[src/rtl/shift_rows_pipe.sv]
// shift_rows_pipe: pipelined ShiftRows/InvShiftRows for NB=4/6/8 with valid/ready handshake.
// Optional macro SHIFT_ROWS_PIPE_STATS_EN adds the xfer_count output-transfer counter.
module shift_rows_pipe #(
    parameter int NB          = 4,
    parameter int PIPE_STAGES = 1
) (
    input  logic             clk,
    input  logic             rst,
    input  logic             in_valid,
    output logic             in_ready,
    input  logic             in_inv,
    input  logic [32*NB-1:0] in_state,
    output logic             out_valid,
    input  logic             out_ready,
    output logic [32*NB-1:0] out_state
`ifdef SHIFT_ROWS_PIPE_STATS_EN
    ,
    output logic [31:0]      xfer_count
`endif
);
    localparam int W = 32 * NB;
    localparam int L = PIPE_STAGES - 1;

    if (!(NB == 4 || NB == 6 || NB == 8)) begin : g_bad_nb
        $error("shift_rows_pipe: NB must be 4, 6 or 8");
    end
    if (PIPE_STAGES < 1 || PIPE_STAGES > 4) begin : g_bad_stages
        $error("shift_rows_pipe: PIPE_STAGES must be in 1..4");
    end

    logic [W-1:0]           perm;
    logic [W-1:0]           data [PIPE_STAGES];
    logic [PIPE_STAGES-1:0] valid;
    logic [PIPE_STAGES-1:0] adv;

    // Source column for output (c, r); the 256-bit block skips offset 2 on rows 2 and 3.
    function automatic int src_col(input int c, input int r, input logic inv);
        int off;
        off = (NB == 8 && r >= 2) ? r + 1 : r;
        return inv ? (c + NB - off) % NB : (c + off) % NB;
    endfunction

    // Byte permutation of the incoming state, direction chosen by in_inv.
    always_comb begin
        perm = '0;
        for (int c = 0; c < NB; c++)
            for (int r = 0; r < 4; r++)
                perm[8*(4*c+r) +: 8] = in_state[8*(4*src_col(c, r, in_inv)+r) +: 8];
    end

    // Ready chain from the output back: a stage advances when empty or its successor advances.
    always_comb begin
        adv    = '0;
        adv[L] = !valid[L] || out_ready;
        for (int k = L - 1; k >= 0; k--)
            adv[k] = !valid[k] || adv[k+1];
    end

    // Stage 0 captures the permuted input; later stages forward valid and data.
    always_ff @(posedge clk or posedge rst) begin
        if (rst) begin
            valid <= '0;
            for (int k = 0; k < PIPE_STAGES; k++)
                data[k] <= '0;
        end else begin
            if (adv[0]) begin
                valid[0] <= in_valid;
                data[0]  <= perm;
            end
            for (int k = 1; k < PIPE_STAGES; k++)
                if (adv[k]) begin
                    valid[k] <= valid[k-1];
                    data[k]  <= data[k-1];
                end
        end
    end

    assign in_ready  = adv[0];
    assign out_valid = valid[L];
    assign out_state = data[L];

`ifdef SHIFT_ROWS_PIPE_STATS_EN
    // Count output transfers; wraps naturally at 2^32.
    always_ff @(posedge clk or posedge rst) begin
        if (rst)
            xfer_count <= '0;
        else if (out_valid && out_ready)
            xfer_count <= xfer_count + 32'd1;
    end
`endif

endmodule

[config.mk]
export PLATFORM = sky130hd
export DESIGN_NAME = shift_rows_pipe
export DESIGN_NICKNAME = d
export VERILOG_FILES = /design/src/rtl/shift_rows_pipe.sv
export SDC_FILE = /design/constraint.sdc
export NUM_CORES = 1
export LEC_CHECK = 0
export ABC_AREA = 1
export BUFFER_PORTS_ARGS = -buffer_cell sky130_fd_sc_hd__buf_4
export CORE_MARGIN = 4
export CORE_UTILIZATION = 51
export DETAILED_ROUTE_END_ITERATION = 7
export GPL_TIMING_DRIVEN = 0
export HOLD_SLACK_MARGIN = 0.1
export PLACE_DENSITY = 0.92
export SYNTH_ARGS = -nofsm -noshare
export SYNTH_HDL_FRONTEND = slang
export SYNTH_SLANG_ARGS = --single-unit
[constraint.sdc]
create_clock -name clk -period 5.3 [get_ports clk]
set_input_delay 0.265 -clock clk [delete_from_list [all_inputs] [get_ports clk]]
set_output_delay 0.265 -clock clk [all_outputs]
set_load 0.02 [all_outputs]
==> impl_metrics.tcl <==
set metrics [dict create \
    crit_path_max_incr_delay_ps 380 \
    power.leakage_uw 0.00527 \
    slew_violations 0 \
    place_hpwl_mm 13.2 \
    cts_buffers 17 \
    holdPathEnd "out_state[93]" \
    cap_violations 0 \
    netlist.area_leader.share_pct 56.3 \
    remaining_drc_errors 0 \
    setup_slack_ps 3520 \
    start_kind "flip-flop" \
    die_x_um 114 \
    yosysWarnings 0 \
    drt_wl_total_mm 21.5 \
    grt.overflow.total 0 \
    path_max_fanout 10 \
    ios 263 \
    core_area_mm2 0.0109 \
    critical_path.most_common_cell "buf_4" \
    dieArea_mm2 0.0130 \
    r2r_end "out_state[112]" \
    grt_usage_pct 33.0 \
    synthCells 752 \
    hp-class "input pin to flip-flop" \
    grt_pass1_wl_mm 33.4 \
    htreeDepth 4 \
    whs_path_depth 5 \
    relSlewSlack_pct 66.2 \
    fillerInstances 639 \
    clock_latency_ps 400 \
    slowest_stage "dfrtp_1" \
    finalPower_uw 3040 \
    outcome "completed" \
    area.growth.synth_to_final_pct 59.5 \
    regToRegStartpoint "out_valid" \
    place_area_mm2 0.00791 \
    yosys-top-cells-area "dfrtp_1 56%, nand2_1 29%, nand3_1 5.6%, inv_1 4.3%, buf_2 2.5%" \
    drt-pass1-iter-count 5 \
    period_minus_slack_ps 1780 \
    worstSetupEndpointType "output pin" \
    die_y_um 114 \
    ys_seq_area_share_pct 56.3 \
    path_cells "nand2_2 > buf_4 > buf_2 > buf_4" \
    drive_gt1_share_pct 30.6 \
    reg2reg_setup_slack_ps 4040 \
    routedWlPerCell_um 17.1 \
    critical_path_class "flip-flop to output pin" \
    yosys.area.top_type "dfrtp_1" \
    path_clk_slew_ps 60 \
    power.density_mw_per_mm2 333 \
    antenna_found_initial 0 \
    rsz0062_at_grt "false" \
    nets 1232 \
    first_global_vias 6450 \
    hp-start "in_state[61]" \
    ys_ff_latch 129 \
    initial_core_util_pct 52.4 \
    routed_via_density 5.11 \
    vias 6401 \
    grt_max_degree 77 \
    worst_pin_slew_ps 507 \
    place_ws_ps 3940 \
    cts_buffer_depth 2 \
    rows 38 \
    synthesis.nets 885 \
    finalSetupViolations 0 \
    setup-tns-final_ps 0 \
    crit_arrival_ps 1520 \
    gp_congestion 0.811 \
    syn_area_per_cell_um2 7.62 \
    hold_violations 0 \
    io_buffers 262 \
    netlist_area_mm2 0.00573 \
    max_freq_ghz 0.560 \
    rr_worst_depth 5 \
    period_share_pct 33.7 \
    finClkSkew_ps 8.87 \
    cts-root-buf "clkbuf_16" \
    cts_tree "yes" \
    drt_iter0_markers 587 \
    n_antenna_cell 0 \
    clock-sinks 129 \
    synth_cell_types 9 \
    ir_worst_vdd_mv 0.213 \
    antenna_left 0 \
    cts_resized 0 \
    stdcell_area_mm2 0.00914 \
    cp.required_ps 5040 \
]
-- worst max-delay path: cells and delay by family, from the launching register on --
kind / cells / cell delay (ps)
AND/OR/NAND/NOR: 1 / 110
flip-flops: 1 / 380
buffers and inverters: 3 / 630
-- power by group --
part | leakage (uW) | switching, uW | internal, uW
sequential | 0.00153 | 68.5 | 1090
combinational | 0.00346 | 411 | 310
clock | 0.000278 | 459 | 699
total | 0.00527 | 938 | 2100
-- cells in the final DEF, fill, tap and decap left out, types with 5 or more instances in the layout --
cell             n
nand2_1        448
buf_4          274
dfrtp_1        129
dlygate4sd3_1   65
nand3_1         64
inv_1           64
buf_2           29
clkbuf_16       17
inv_6            5
-- how the worst max path moves through the flow --
stage	start	to	slack [ps]	depth (start not counted)
after CTS	out_valid	in_ready	3490	4
after global routing	out_valid	in_ready	3430	4
after floorplan	rst	out_state[0]	1590	1
after detailed placement	out_valid	in_ready	3940	4
after global placement	rst	out_state[75]	160	2
final	out_valid	in_ready	3520	4
-- flip-flops by register name, indices dropped and copies added, names as in the netlist --
register / count
out_state: 128
out_valid: 1
-- synthesized netlist by cell type --
cell / number
nand2_1: 448
inv_2: 3
nand2_2: 1
or2_1: 1
buf_4: 12
dfrtp_1: 129
nand3_1: 64
inv_1: 65
buf_2: 29
-- layer usage --
| layer | track usage, % | share of wire, % |
|---|---|---|
| met2 | 56.6 | 51 |
| met3 | 7.21 | 9.0 |
| met5 | 0 | 0 |
| met4 | 15.9 | 4.5 |
| met1 | 39.5 | 36 |
-- per-stage QoR --
| stage | util, % | cells | hold WS (ps) |
|---|---|---|---|
| final | 83.6 | 1252 | 164 |
| after CTS | 83.6 | 1252 | 102 |
| after detailed placement | 72.3 | 1155 | 351 |
| after floorplan | - | 752 | 371 |
| after global routing | 83.6 | 1252 | 173 |
| after global placement | 72.0 | 1154 | 455 |
-- timing repair --
item	CTS	global route
endpoints found under the hold margin	117	0
hold buffers	65	0
buffers inserted	0	0
-- layout make-up --
cell class	instances	area, um^2	area share [%]
flip-flops and latches	129	3230	35.3
repair buffers	328	2650	28.9
multi-input cells	514	2010	22.0
clock buffers	18	429	4.69
inverters	68	260	2.85
plain buffers	41	235	2.57
well taps	140	175	1.92
clock inverters	14	154	1.68
-- logic make-up (layout without fill, tap and decap cells) --
| kind of cell | Yosys count | after routing | synth area share [%] |
|---|---|---|---|
| simple gates | 514 | 514 | 35.1 |
| flops | 129 | 129 | 56.3 |
| buf+inv | 109 | 469 | 8.56 |
Note: power is estimated with default switching activity, not from simulation.
